### src/rtl/axil_master.sv
// AXI4-Lite initiator: one command in, one AXI transaction out, one response back.
// Latency: accept -> rsp_valid is 3 cycles with a zero-wait slave; rsp -> next cmd_ready is 1 cycle.
// Backpressure: cmd_ready low while busy; rsp held until rsp_ready; AXI valids held until handshake.
//
// Ports:
//   s_axi_aclk / s_axi_aresetn : clock, async active-low reset
//   cmd_*                      : command in (valid/ready), write flag, address, write data
//   rsp_*                      : response out (valid/ready), read data, resp code, write echo
//   busy, timeout_err          : status (not idle, sticky channel timeout)
//   m_axi_*                    : AXI4-Lite master channels AW, W, B, AR, R
module axil_master #(
  parameter int C_DATA_W  = 32,
  parameter int C_ADDR_W  = 32,
  parameter int C_TIMEOUT = 1024
) (
  input  logic                s_axi_aclk,
  input  logic                s_axi_aresetn,
  input  logic                cmd_valid,
  output logic                cmd_ready,
  input  logic                cmd_write,
  input  logic [C_ADDR_W-1:0] cmd_addr,
  input  logic [C_DATA_W-1:0] cmd_wdata,
  output logic                rsp_valid,
  input  logic                rsp_ready,
  output logic [C_DATA_W-1:0] rsp_rdata,
  output logic [1:0]          rsp_resp,
  output logic                rsp_write,
  output logic                busy,
  output logic                timeout_err,
  output logic [C_ADDR_W-1:0] m_axi_awaddr,
  output logic                m_axi_awvalid,
  input  logic                m_axi_awready,
  output logic [C_DATA_W-1:0] m_axi_wdata,
  output logic                m_axi_wvalid,
  input  logic                m_axi_wready,
  input  logic [1:0]          m_axi_bresp,
  input  logic                m_axi_bvalid,
  output logic                m_axi_bready,
  output logic [C_ADDR_W-1:0] m_axi_araddr,
  output logic                m_axi_arvalid,
  input  logic                m_axi_arready,
  input  logic [C_DATA_W-1:0] m_axi_rdata,
  input  logic [1:0]          m_axi_rresp,
  input  logic                m_axi_rvalid,
  output logic                m_axi_rready
);

  localparam int            CW     = (C_TIMEOUT > 0) ? $clog2(C_TIMEOUT + 1) : 1;
  localparam logic [CW-1:0] TO_MAX = CW'(C_TIMEOUT);
  localparam bit            TO_EN  = (C_TIMEOUT > 0);

  typedef enum logic [2:0] {
    S_IDLE,
    S_WR_ADDR_DATA,
    S_WR_RESP,
    S_RD_ADDR,
    S_RD_DATA,
    S_RSP
  } state_t;

  state_t r_state, w_state_nxt;

  // every output is a register; the *_nxt wires are their next values
  logic                r_cmd_ready, w_cmd_ready_nxt;
  logic                r_rsp_valid, w_rsp_valid_nxt;
  logic [C_DATA_W-1:0] r_rsp_rdata, w_rsp_rdata_nxt;
  logic [1:0]          r_rsp_resp,  w_rsp_resp_nxt;
  logic                r_rsp_write, w_rsp_write_nxt;
  logic                r_busy,      w_busy_nxt;
  logic                r_to_err,    w_to_err_nxt;
  logic [CW-1:0]       r_cnt,       w_cnt_nxt;
  logic [C_ADDR_W-1:0] r_addr,      w_addr_nxt;
  logic [C_DATA_W-1:0] r_wdata,     w_wdata_nxt;
  logic                r_awvalid,   w_awvalid_nxt;
  logic                r_wvalid,    w_wvalid_nxt;
  logic                r_bready,    w_bready_nxt;
  logic                r_arvalid,   w_arvalid_nxt;
  logic                r_rready,    w_rready_nxt;

  logic w_accept;
  logic w_wait;
  logic w_hs;

  assign w_accept = (r_state == S_IDLE) && r_cmd_ready && cmd_valid;

  // states in which some AXI valid/ready is outstanding and the timeout runs
  assign w_wait = (r_state == S_WR_ADDR_DATA) || (r_state == S_WR_RESP) ||
                  (r_state == S_RD_ADDR)      || (r_state == S_RD_DATA);

  // any channel handshake this cycle restarts the timeout count
  always_comb begin
    w_hs = 1'b0;
    case (r_state)
      S_WR_ADDR_DATA: w_hs = (r_awvalid && m_axi_awready) || (r_wvalid && m_axi_wready);
      S_WR_RESP:      w_hs = r_bready && m_axi_bvalid;
      S_RD_ADDR:      w_hs = r_arvalid && m_axi_arready;
      S_RD_DATA:      w_hs = r_rready && m_axi_rvalid;
      default:        w_hs = 1'b0;
    endcase
  end

  always_ff @(posedge s_axi_aclk or negedge s_axi_aresetn) begin
    if (!s_axi_aresetn) begin
      r_state <= S_IDLE;
    end else begin
      r_state <= w_state_nxt;
    end
  end

  always_comb begin
    w_state_nxt     = r_state;
    w_cmd_ready_nxt = r_cmd_ready;
    w_rsp_valid_nxt = r_rsp_valid;
    w_rsp_rdata_nxt = r_rsp_rdata;
    w_rsp_resp_nxt  = r_rsp_resp;
    w_rsp_write_nxt = r_rsp_write;
    w_busy_nxt      = r_busy;
    w_addr_nxt      = r_addr;
    w_wdata_nxt     = r_wdata;
    w_awvalid_nxt   = r_awvalid;
    w_wvalid_nxt    = r_wvalid;
    w_bready_nxt    = r_bready;
    w_arvalid_nxt   = r_arvalid;
    w_rready_nxt    = r_rready;

    case (r_state)
      S_IDLE: begin
        // cmd_ready comes up one cycle after reset release
        w_cmd_ready_nxt = 1'b1;
        if (w_accept) begin
          w_cmd_ready_nxt = 1'b0;
          w_busy_nxt      = 1'b1;
          w_addr_nxt      = cmd_addr;
          w_wdata_nxt     = cmd_wdata;
          w_rsp_write_nxt = cmd_write;
          if (cmd_write) begin
            w_awvalid_nxt = 1'b1;
            w_wvalid_nxt  = 1'b1;
            w_state_nxt   = S_WR_ADDR_DATA;
          end else begin
            w_arvalid_nxt = 1'b1;
            w_state_nxt   = S_RD_ADDR;
          end
        end
      end

      S_WR_ADDR_DATA: begin
        // AW and W retire independently; a low valid means that channel is done
        w_awvalid_nxt = r_awvalid && !m_axi_awready;
        w_wvalid_nxt  = r_wvalid  && !m_axi_wready;
        if (!w_awvalid_nxt && !w_wvalid_nxt) begin
          w_bready_nxt = 1'b1;
          w_state_nxt  = S_WR_RESP;
        end
      end

      S_WR_RESP: begin
        if (m_axi_bvalid) begin
          w_bready_nxt    = 1'b0;
          w_rsp_resp_nxt  = m_axi_bresp;
          w_rsp_rdata_nxt = '0;
          w_rsp_valid_nxt = 1'b1;
          w_state_nxt     = S_RSP;
        end
      end

      S_RD_ADDR: begin
        if (m_axi_arready) begin
          w_arvalid_nxt = 1'b0;
          w_rready_nxt  = 1'b1;
          w_state_nxt   = S_RD_DATA;
        end
      end

      S_RD_DATA: begin
        if (m_axi_rvalid) begin
          w_rready_nxt    = 1'b0;
          w_rsp_resp_nxt  = m_axi_rresp;
          w_rsp_rdata_nxt = m_axi_rdata;
          w_rsp_valid_nxt = 1'b1;
          w_state_nxt     = S_RSP;
        end
      end

      S_RSP: begin
        if (rsp_ready) begin
          w_rsp_valid_nxt = 1'b0;
          w_cmd_ready_nxt = 1'b1;
          w_busy_nxt      = 1'b0;
          w_state_nxt     = S_IDLE;
        end
      end

      default: begin
        w_state_nxt = S_IDLE;
      end
    endcase
  end

  // Timeout: saturating count of cycles without a handshake; the flag is
  // raised on the edge the count reaches the limit and the FSM keeps waiting.
  always_comb begin
    w_cnt_nxt    = r_cnt;
    w_to_err_nxt = r_to_err;
    if (w_accept) begin
      w_cnt_nxt    = '0;
      w_to_err_nxt = 1'b0;
    end else if (w_wait) begin
      if (w_hs) begin
        w_cnt_nxt = '0;
      end else if (TO_EN && (r_cnt != TO_MAX)) begin
        w_cnt_nxt = r_cnt + CW'(1);
      end
      if (TO_EN && !w_hs && (w_cnt_nxt == TO_MAX)) begin
        w_to_err_nxt = 1'b1;
      end
    end
  end

  always_ff @(posedge s_axi_aclk or negedge s_axi_aresetn) begin
    if (!s_axi_aresetn) begin
      r_cmd_ready <= 1'b0;
      r_rsp_valid <= 1'b0;
      r_rsp_rdata <= '0;
      r_rsp_resp  <= 2'b00;
      r_rsp_write <= 1'b0;
      r_busy      <= 1'b0;
      r_to_err    <= 1'b0;
      r_cnt       <= '0;
      r_addr      <= '0;
      r_wdata     <= '0;
      r_awvalid   <= 1'b0;
      r_wvalid    <= 1'b0;
      r_bready    <= 1'b0;
      r_arvalid   <= 1'b0;
      r_rready    <= 1'b0;
    end else begin
      r_cmd_ready <= w_cmd_ready_nxt;
      r_rsp_valid <= w_rsp_valid_nxt;
      r_rsp_rdata <= w_rsp_rdata_nxt;
      r_rsp_resp  <= w_rsp_resp_nxt;
      r_rsp_write <= w_rsp_write_nxt;
      r_busy      <= w_busy_nxt;
      r_to_err    <= w_to_err_nxt;
      r_cnt       <= w_cnt_nxt;
      r_addr      <= w_addr_nxt;
      r_wdata     <= w_wdata_nxt;
      r_awvalid   <= w_awvalid_nxt;
      r_wvalid    <= w_wvalid_nxt;
      r_bready    <= w_bready_nxt;
      r_arvalid   <= w_arvalid_nxt;
      r_rready    <= w_rready_nxt;
    end
  end

  assign cmd_ready     = r_cmd_ready;
  assign rsp_valid     = r_rsp_valid;
  assign rsp_rdata     = r_rsp_rdata;
  assign rsp_resp      = r_rsp_resp;
  assign rsp_write     = r_rsp_write;
  assign busy          = r_busy;
  assign timeout_err   = r_to_err;
  assign m_axi_awaddr  = r_addr;
  assign m_axi_awvalid = r_awvalid;
  assign m_axi_wdata   = r_wdata;
  assign m_axi_wvalid  = r_wvalid;
  assign m_axi_bready  = r_bready;
  assign m_axi_araddr  = r_addr;
  assign m_axi_arvalid = r_arvalid;
  assign m_axi_rready  = r_rready;

endmodule

### config.mk
export PLATFORM = sky130hd
export DESIGN_NAME = axil_master
export DESIGN_NICKNAME = d
export VERILOG_FILES = /design/src/rtl/axil_master.sv
export SDC_FILE = /design/constraint.sdc
export NUM_CORES = 1
export LEC_CHECK = 0
export ABC_CLOCK_PERIOD_IN_PS = 2300
export CORE_MARGIN = 8
export CORE_UTILIZATION = 42
export CTS_CLUSTER_SIZE = 20
export DETAILED_ROUTE_END_ITERATION = 10
export HOLD_SLACK_MARGIN = 0.05
export PLACE_DENSITY = 0.81
export SKIP_LAST_GASP = 1
export SYNTH_ARGS = -nofsm -noshare
export SYNTH_HDL_FRONTEND = slang
export SYNTH_SLANG_ARGS = --single-unit
### constraint.sdc
create_clock -name s_axi_aclk -period 2.3 [get_ports s_axi_aclk]
set_clock_uncertainty 0.15 [all_clocks]
set_input_delay 0.46 -clock s_axi_aclk [delete_from_list [all_inputs] [get_ports s_axi_aclk]]
set_output_delay 0.46 -clock s_axi_aclk [all_outputs]
set_load 0.005 [all_outputs]
# Word level (Yosys, flattened, before mapping)
# Cells that the tools add are included.
[op_classes]
n_reduce_logical = 41
muxes = 47
eq_ne = 15
add_sub_neg = 1
[op_table]
columns = ["op", "count"]
rows = [
  ["$mux 11", 6],
  ["$mux 32", 2],
  ["$pmux 32 s2", 1],
  ["$mux 1", 18],
  ["$mux 3", 6],
  ["$pmux 3 s6", 1],
  ["$reduce_bool 2->1", 8],
  ["$reduce_and 3->1", 5],
  ["$ne 2x2->1 const B", 7],
  ["$pmux 1 s2", 7],
  ["$add 11x1->11 const B", 1],
  ["$eq 11x11->1 const B", 1],
  ["$logic_and 1x1->1", 11],
  ["$ne 11x11->1 const B", 1],
  ["$reduce_and 4->1", 2],
  ["$eq 3x2->1 const B", 2],
  ["$eq 3x3->1 const B", 2],
  ["$mux 2", 3],
  ["$reduce_and 2->1", 3],
  ["$reduce_and 6->1", 1],
  ["$logic_not 1->1", 5],
  ["$logic_or 1x1->1", 4],
  ["$pmux 1 s4", 1],
  ["$pmux 2 s2", 1],
  ["other kinds (5)", 5],
]
[totals]
ff_bits = 122
wordCells = 120

# Logic depth before layout (Yosys ltp)
# Gate-level depths: netlist of the first run.
[depth]
word_depth = 11
mapped_depth = 8

# Least setup slack after synthesis of the first run
# Ideal clock, no wire load.
[synth_timing]
kind = "register to register"
from = "register r_state[0]"
to = "register r_cnt[4]"
setup_slack_ps = 311
arrival_ps = 1713
t_required_ps = 2024
synth_period_minus_slack_ps = 1989
path_stages_with_launch = 8
path_buffers = 2
path_cell_list = "dfrtp_1 > buf_2 > nor3b_4 > a32oi_1 > and3_1 > buf_6 > and3_1 > a221o_1"
[synth_via]
elab_chain_cells = 7
[synth_lines]
columns = ["element", "line_no", "text"]
rows = [
  ["from (decl)", "61", "state_t r_state, w_state_nxt;"],
  ["from (signal assigned)", "106", "r_state <= w_state_nxt;"],
  ["$eq 3x3->1, or another cell as far along", "88, 93", ""],
  ["$pmux 1 s4", "93", "case (r_state)"],
  ["$mux 11", "209", "if (w_hs) begin"],
  ["$mux 11", "208", "end else if (w_wait) begin"],
  ["$mux 11", "205", "if (w_accept) begin"],
  ["$mux 11", "208", ""],
  ["$mux 11", "205", ""],
  ["to (signal assigned)", "245", "r_cnt <= w_cnt_nxt;"],
  ["to (decl)", "71", "logic [CW-1:0] r_cnt, w_cnt_nxt;"],
]
# Several ways; a longest one is shown, not always the timed one. The select of a mux whose other input is x is not followed.
# A chain may end at the register's enable or synchronous reset.

# Final worst setup path of the first run
[layout_timing]
from = "register r_state[1]"
to = "register r_cnt[5]"
# Same word-level chain as after synthesis.

==> results by stage, run 1 <==
Die:
- In this run the vertical extent of the chip is 130 um.
- In this run the core area contains 41 standard-cell rows.
- The total area inside the core boundary comes to 12700 sq um.
- Measured along the x axis, the die boundary spans 130 um.
- 250 I/O pins were placed.
- For this configuration, the core starts out at a cell density of 43.2%.
- The die covers 16900 sq um.

Worst hold path:
- The beginning of the worst hold path is rsp_rdata[29].
- The path class of the tightest hold or removal check is flip-flop to flip-flop.

STA:
- Timing would allow up to 0.470 GHz.
- The worst-case headroom to the max-slew limit is 68.0%.
- The ratio of final minimum period to clock period is 92.5%.
- The transition at the pin with the smallest max-transition slack is 0.479 ns.
- The final number of setup-violating endpoints is 0.
- The number of pins with negative max-slew slack in the final report is 0.
- The routed design could run at a clock period as short as 2.13 ns.
- The final number of hold-violating endpoints came to 0.
- Setup repair after global routing left no endpoint under its margin.

Logic synthesis:
- Yosys instantiated no cell more often than dfrtp_1.
- The number of storage elements in the synthesis netlist is 122.
- In the synthesized netlist, the cells that appear most often are dfrtp_1, nand2_1, mux2_1.
- When the netlist entered floorplanning its net count stood at 611.
- In the post-synthesis netlist, the biggest area contributors are dfrtp_1, mux2_1, nand2_1.
- The commonest register cell after synthesis is dfrtp_1.
- After synthesis, flip-flops and latches occupy 55.8% of the total area.
- The cell taking the most area after synthesis is dfrtp_1.
- For this run, the number of Yosys warnings is 0.
- Counting flops with an async set or reset pin after synthesis yields a share of 100%.
- The number of synthesized flops with an enable pin is 0.
- After synthesis, the mean cell area works out to 11.0 sq um.
- The number of distinct standard cells referenced by the synthesized netlist is 46.
- The area of the mapped netlist is 5470 sq um.
- The fraction of post-synthesis cell area in the top cell type by area is 55.8%.
- After technology mapping, the gate count stands at 499.

Setup path:
- The type of the worst setup path is flip-flop to flip-flop.
- Data arrives at the worst endpoint at 2.31 ns.
- In this run the critical register-to-register path is launched from r_state[1].
- In this run the worst setup path begins at r_state[1].
- The slowest stage of the critical path is the dfrtp_1 cell.
- The required time reported for the critical path endpoint is 2.48 ns.
- The worst setup path is launched from a flip-flop.
- Traced cell by cell, the critical path runs through nor2_1, xnor2_1, nand3_1, buf_4, or3_1, o21ai_1.
- The largest driver fanout on the critical path is 15.
- On the worst path, the slowest cell contributes a delay of 0.64 ns.
- The worst setup path is captured at a flip-flop.

Clocking:
- The TritonCTS clock tree is done.
- The cell at the root of the clock tree is clkbuf_16.
- For this design, the sink count on the clock tree is 122.
- Clock latency on the worst-skew pair, taken at its later pin, is 0.41 ns.
- After clock tree synthesis, the clock-pin slew on the worst setup and hold paths is 0.05 ns.
- The number of buffers created by CTS is 17.
- The H-tree was split into 4 levels.
- In this run the post-CTS setup repair buffer count came out at 0.
- The longest clock path from root to sink contains 2 buffers.

Routing:
- The total wirelength of the detailed-routed design is 17.1 mm.
- The detail-routed via count per cell is 5.01.
- The starting DRC count in detailed routing is 294.
- The final routed wire length divided by cell count is 18.7 um.
- For this run, design rule violations remaining after detail routing come to 0.
- The first-pass detailed-route iteration total is 4.
- Summing over every cut layer, the via total after detailed routing is 4586.
- The detail route stage leaves a number of antenna-violating nets equal to 0.

Global route:
- After global routing the overflow that remains totals 0.
- The largest net degree at the start of global routing is 70.
- The overall global routing resource usage is 20.1%.
- The via count of the first global-routing pass was 4804.
- The number of antenna violations at the first check in global routing was 0.
- The first global-routing pass estimated 26.3 mm of wire.

Finish:
- The cell area after layout is 8660 sq um.
- Of the cells placed in the final design, the portion with a size suffix greater than 1 is 8.21%.
- The post-layout instance count excluding filler cells is 915.
- The number of fill cells is 908.
- The final layout contains 842 nets.
- From synthesis to final layout, the design area changed by 58.3%.
- The number of diodes added for antenna fixing is 0.

Place:
- The post-placement cell area is 8030 sq um.
- At the end of routability-driven placement, the weighted congestion stood at 0.853.
- In this run the tool buffered the top-level ports with 249 buffer cells.
- The detailed placer's ending HPWL is 13.2 mm.
- The cell count after placement is 882.

Power:
- The cell leakage power is 0.00362 uW.
- The worst-case IR drop observed on VDD is 0.727 mV.
- Dividing total power by cell area gives a power density of 1350 nW/um^2.

Run status:
- The flow ran to the end, and the final reports show no timing, DRC or antenna violations.

Run:
- The reported max-cap violation count is 0.
==> timing repair <==
item | CTS | global route
resized for setup | 0 | 3
hold buffers | 1 | 0
endpoints found under the hold margin | 24 | 0
endpoints found under the setup margin | 0 | 1
==> path summary, 6_finish.rpt <==
path | slack (ns) | endpoint | cells past startpoint
setup / recovery | 0.17 | r_cnt[5] | 6
hold / removal | 0.33 | rsp_rdata[29] | 2
setup reg to reg | 0.17 | r_cnt[5] | 6
hold reg to reg | 0.33 | rsp_rdata[29] | 2
max in group asynchronous | 1.03 | r_cnt[7] | 3
min in group asynchronous | 0.38 | m_axi_wdata[11] | 2
==> area by class of cell <==
cell class                      count  area, sq um  area share, %
Sequential cell                   122         3050           35.3
Clock inverter                     13          176           2.04
Tap cell                          172          215           2.49
Multi-Input combinational cell    308         2020           23.4
Inverter                           10         37.5          0.433
Clock buffer                       19          433           5.00
Timing Repair Buffer              271         2720           31.4
==> routing by layer <==
metal  global-route usage, %  routed length, um  share of wire (%)
met1                    21.8               6320                 37
met2                    35.9               8680                 51
met3                    6.04               1560                9.1
met4                    8.33                508                3.0
met5                       0                  0                  0
==> cells in the final DEF, fill, tap and decap left out, types with 3 or more instances in the layout <==
cell type / instances
buf_4: 17
clkinv_2: 5
clkdlybuf4s50_1: 248
nor3b_1: 3
nand3_1: 3
o21ai_1: 47
nand2_1: 90
a21o_1: 3
a22o_1: 4
clkbuf_16: 17
or3_1: 3
and3_1: 5
a21oi_1: 12
a31oi_1: 7
inv_1: 9
bufinv_16: 4
buf_12: 5
nor2_1: 15
o21ai_0: 5
mux2_1: 64
and2_1: 3
clkinvlp_4: 3
nand4_1: 5
xnor2_1: 5
mux2i_1: 3
dfrtp_1: 121
==> per-stage QoR <==
step           utilization, %  setup slack (ns)  setup TNS (ns)  hold WS, ns  total power, uW
6_report                 68.3             0.173               0        0.333            11700
2_1_floorplan               -             0.311               0       0.0144             5980
4_1_cts                  68.3             0.125               0        0.335            11800
3_3_place_gp             63.4            -0.129          -0.364        0.260             8820
5_1_grt                  68.3           0.00133               0        0.359            12400
3_5_place_dp             63.4            -0.120          -0.523        0.260             9040
==> sequential cells by signal, summed over array words and instances (netlist names) <==
register,count
rsp_rdata,32
r_cnt,11
rsp_write,1
m_axi_awvalid,1
m_axi_wvalid,1
cmd_ready,1
m_axi_arvalid,1
busy,1
rsp_valid,1
m_axi_rready,1
m_axi_bready,1
m_axi_araddr,32
timeout_err,1
rsp_resp,2
r_state,3
m_axi_wdata,32
==> where the power goes <==
part / internal [uW] / total [uW] / leakage, uW / switching, uW
registers: 3070 / 3740 / 0.00152 / 674
logic: 3180 / 5210 / 0.00181 / 2040
clock network: 1800 / 2730 / 0.000292 / 928
==> critical path: cells and delay by family, from the launching register on <==
| family | cells | cell delay, ns |
|---|---|---|
| compound gates | 1 | 0.08 |
| xor+xnor | 1 | 0.30 |
| simple gates | 3 | 0.68 |
| buf+inv | 1 | 0.21 |
| flops | 1 | 0.64 |
==> cell families (layout without fill, tap and decap cells) <==
| kind of cell | Yosys count | count (layout) | synth area share, % |
|---|---|---|---|
| xor gates and xnor gates | 6 | 6 | 0.961 |
| and+or+nand+nor | 141 | 141 | 11.7 |
| DFF | 122 | 122 | 55.8 |
| muxes | 68 | 68 | 13.9 |
| AOI/OAI and AO/OA | 91 | 91 | 9.72 |
| adders and majority gates | 2 | 2 | 0.457 |
| buffers and inverters | 69 | 313 | 7.41 |
(Power assumes the default switching activity.)
==> inputs of run 2 (changes only) <==
--- a/config.mk
+++ b/config.mk
@@ -8,7 +8,6 @@
 export ABC_CLOCK_PERIOD_IN_PS = 2300
 export CORE_MARGIN = 8
 export CORE_UTILIZATION = 42
-export CTS_CLUSTER_SIZE = 20
 export DETAILED_ROUTE_END_ITERATION = 10
 export HOLD_SLACK_MARGIN = 0.05
 export PLACE_DENSITY = 0.81
==> results of run 2 <==
No change in the layout: final DEF, timing and power equal those of run 1.
==> inputs of run 3 (changes only) <==
--- a/config.mk
+++ b/config.mk
@@ -5,11 +5,13 @@
 export SDC_FILE = /design/constraint.sdc
 export NUM_CORES = 1
 export LEC_CHECK = 0
+export ABC_AREA = 1
 export ABC_CLOCK_PERIOD_IN_PS = 2300
 export CORE_MARGIN = 8
 export CORE_UTILIZATION = 42
 export DETAILED_ROUTE_END_ITERATION = 10
 export HOLD_SLACK_MARGIN = 0.05
+export MAX_ROUTING_LAYER = met4
 export PLACE_DENSITY = 0.81
 export SKIP_LAST_GASP = 1
 export SYNTH_ARGS = -nofsm -noshare
==> results by stage, run 3 <==
Die:
- The count of boundary I/O pins is 250 (unchanged).
- The total die area is 16900 sq um (about the same).
- The overall die width is 130 um (about the same).
- The height of the die is 130 um (about the same).
- The effective utilization at floorplan is 43.2% (about the same).
- The core outline area is 12700 sq um (unchanged).
- The number of cell rows is 41 (unchanged).

Logic synthesis:
- The area of the mapped netlist is 5470 sq um (about the same).
- The most used flip-flop cell after synthesis is dfrtp_1.
- Yosys instantiated no cell more often than nand2_1.
- The number of synthesis warnings came to 0 (unchanged).
- The average cell area after synthesis is 8.27 sq um (-25%).
- The fraction of post-synthesis cell area in the top cell type by area came to 55.8% (about the same).
- By count the netlist is led by nand2_1, dfrtp_1, o21ai_0.
- The post-synthesis cell count was 662 (+33%).
- The number of distinct standard cells referenced by the synthesized netlist was 32 (-30%).
- The part of the Yosys area used for sequential elements is 55.8% (about the same).
- By area the synthesized netlist is led by dfrtp_1, nand2_1, buf_4.
- The number of synthesized flops with an enable pin is 0 (unchanged).
- The number of storage elements in the synthesis netlist is 122 (unchanged).
- The post-synth net total is 774 (+27%).
- The share of flip-flops with an asynchronous set or reset after synthesis came to 100% (unchanged).
- The cell taking the most area after synthesis is dfrtp_1.

Power:
- The peak supply drop is 0.671 mV (-7.7%).
- The share of total power in the clock network is 23.3% (about the same).
- The internal power consumption is 7480 uW (-7.0%).
- The switching part of the total power is 33.4% (+2.3 points).
- The combinational fraction of design power is 43.8% (-0.8 points).
- The power per standard cell area came to 1320 nW/um^2 (-2.3%).
- The register share of total power was 32.9% (+0.9 points).
- The net switching power figure is 3760 uW (+3.2%).
- The cell leakage power is 0.00399 uW (+10%).

Finish:
- The number of fill cells is 1075 (+18%).
- In the layout the commonest cells are nand2_1, clkdlybuf4s50_1, dfrtp_1.
- The net total in the final layout was 995 (+18%).
- The share of cells above drive strength 1 is 6.25% (-2.0 points).
- The growth of design area from synthesis to finish is 55.8%.
- The library cell used most frequently in the layout, excluding fill and tap cells, is nand2_1.
- The number of diodes added for antenna fixing is 0 (unchanged).

Place:
- The count of buffers inserted at the top-level ports is 249 (unchanged).
- The weighted congestion at the end of routability-driven global placement was 0.878 (+2.9%).
- The detailed placer's ending HPWL came to 12.5 mm (-4.8%).

Setup path:
- The critical path arrival is 1.42 ns (-0.89 ns).
- The highest cell delay on the worst timing path is 0.60 ns (-0.04 ns).
- The largest driver fanout on the critical path is 3 (-12).
- The type of destination of the critical path is a primary output.
- The worst-path cell with the longest stage delay is clkdlybuf4s50_1.
- The number of buffers and inverters on the critical path came to 1 (unchanged).
- The worst setup path is launched from a flip-flop.
- The register-to-register path setup slack came to 0.42 ns (+0.25 ns).
- The source of the critical timing path is cmd_ready.
- Walking the worst path, the cells encountered are clkdlybuf4s50_1.
- The required time reported for the critical path endpoint is 1.69 ns (-0.79 ns).
- The type of the worst setup path is flip-flop to primary output.
- The critical path depth in cells is 1 (-5).
- The number of cells traversed by the worst register-to-register path is 12 (+6).
- The destination of the critical timing path is cmd_ready.
- The kind of cell with the highest combined delay along the critical path is buffers and inverters.
- The capture point of the worst reg-to-reg path is timeout_err.
- The worst reg2reg path startpoint is r_cnt[0].

Worst hold path:
- The class of the worst hold path is flip-flop to flip-flop.

Routing:
- The first-pass detailed-route iteration total was 5 (+1).
- The final routed wire length divided by cell count is 15.6 um (-16%).
- The starting DRC count in detailed routing is 386 (+31%).
- The number of remaining DRC errors is 0 (unchanged).
- The total wirelength of the detailed-routed design is 16.7 mm (-2.3%).
- The detail-routed via count per cell was 4.67 (-6.8%).
- The count of vias placed by the detailed router is 4990 (+8.8%).
- The number of nets with antenna violations after detailed routing is 0 (unchanged).

Clocking:
- The clock transition at the registers of the reported paths is 0.05 ns (about the same).
- The number of setup buffers added after CTS is 0 (unchanged).
- The TritonCTS clock tree is done.
- The maximum number of buffers from clock root to sink is 2 (unchanged).
- The number of buffers created by CTS was 17 (unchanged).
- The total number of H-tree levels is 4 (unchanged).
- The total number of clock tree sinks came to 122 (unchanged).
- Clock tree synthesis selected as its root buffer the cell clkbuf_16.
- The clock latency reported for the late side of the worst-skew pair came to 0.41 ns (about the same).

STA:
- The maximum clock frequency is 0.492 GHz (+4.6%).
- The final number of setup-violating endpoints is 0 (unchanged).
- The worst-case headroom to the max-slew limit is 62.1% (-5.9 points).
- The total negative slack for setup checks is 0 ns (unchanged).
- Setup repair after global routing left no endpoint under its margin.
- The final number of hold-violating endpoints is 0 (unchanged).
- The clock period minus final worst setup slack is 2.03 ns (-0.0935 ns).
- The tightest hold margin is 0.321 ns (-0.0113 ns).
- The number of pins with negative max-slew slack in the final report is 0 (unchanged).
- The transition at the pin with the smallest max-transition slack is 0.569 ns (+0.0892 ns).
- The ratio of final minimum period to clock period is 88.4% (-4.1 points).

Global route:
- The via count of the first global-routing pass is 5246 (+9.2%).
- The largest net degree at the start of global routing is 70 (unchanged).
- The overall global routing resource usage is 20.2% (+0.080 points).
- The first-pass GRT wire length came to 25.7 mm (-2.1%).
- The number of antenna violations at the first check in global routing is 0 (unchanged).
- The total overflow reported by the global router came to 0 (unchanged).

Run:
- The reported max-cap violation count came to 0 (unchanged).

Run status:
- The run finished with clean final reports.
[run 3: cell types whose count changed after synthesis, moves of 6 or more]
cell / change
o21ai_1: -43
nand3_1: +11
nor2_1: +8
o21ai_0: +38
o22ai_1: +8
a21oi_1: -6
nand2_1: +235
a31oi_1: -7
inv_1: +14
mux2_1: -64
[run 3: power groups by stage]
stage               Combinational [uW]  Clock, uW  Sequential, uW
finish                            4910       2620            3700
global route                      5430       2760            3830
CTS                               5000       2680            3700
detailed placement                4970          0            3710
global placement                  4840          0            3680
floorplan                         2250          0            3690
[run 3: worst min-delay path by stage]
stage	startpoint	slack [ns]	cells past startpoint	endpoint
3_5_place_dp	m_axi_wdata[26]	0.31	2	m_axi_wdata[26]
6_report	busy	0.32	2	busy
2_1_floorplan	s_axi_aresetn	0.01	0	busy
4_1_cts	m_axi_wdata[25]	0.33	2	m_axi_wdata[25]
5_1_grt	m_axi_wdata[25]	0.34	2	m_axi_wdata[25]
3_3_place_gp	busy	0.31	2	busy
[run 3: cell type report]
cell class / instances / area (sq um) / area share [%]
sequential: 122 / 3050 / 35.8
timing repair buffer: 260 / 2630 / 30.8
multi-input combinational: 453 / 1930 / 22.6
clock buffer: 25 / 505 / 5.93
tap: 172 / 215 / 2.52
inverter: 29 / 109 / 1.28
clock inverter: 7 / 87.6 / 1.03
[run 3: per-stage QoR]
stage	cell area [sq um]	utilization (%)	total power, uW	worst slack, ns	cells
2_1_floorplan	5470	-	5940	0.689	662
3_5_place_dp	7920	62.5	8680	0.218	1035
5_1_grt	8530	67.3	12000	0.216	1068
4_1_cts	8530	67.3	11400	0.224	1068
6_report	8530	67.3	11200	0.266	1068
3_3_place_gp	7920	62.5	8520	0.265	1035
[run 3: what timing repair did]
item,in CTS,in global routing
hold buffers,1,0
endpoints found under the hold margin,38,0
gates resized for setup,0,0
[run 3: cells by family after synthesis]
family	share of synthesized area [%]
simple gates	27.9
flops	55.8
buf+inv	8.92
xor+xnor	0.640
fa+ha+maj	0.457
compound gates	6.31
[run 3: layer usage]
metal  vias up  wire length, um  GRT usage (%)
met3        39             1630           7.14
met2       199             8170           33.0
met5         -                0              -
met4         0              433           8.40
met1      2274             6440           22.1
li1       2478                -              -
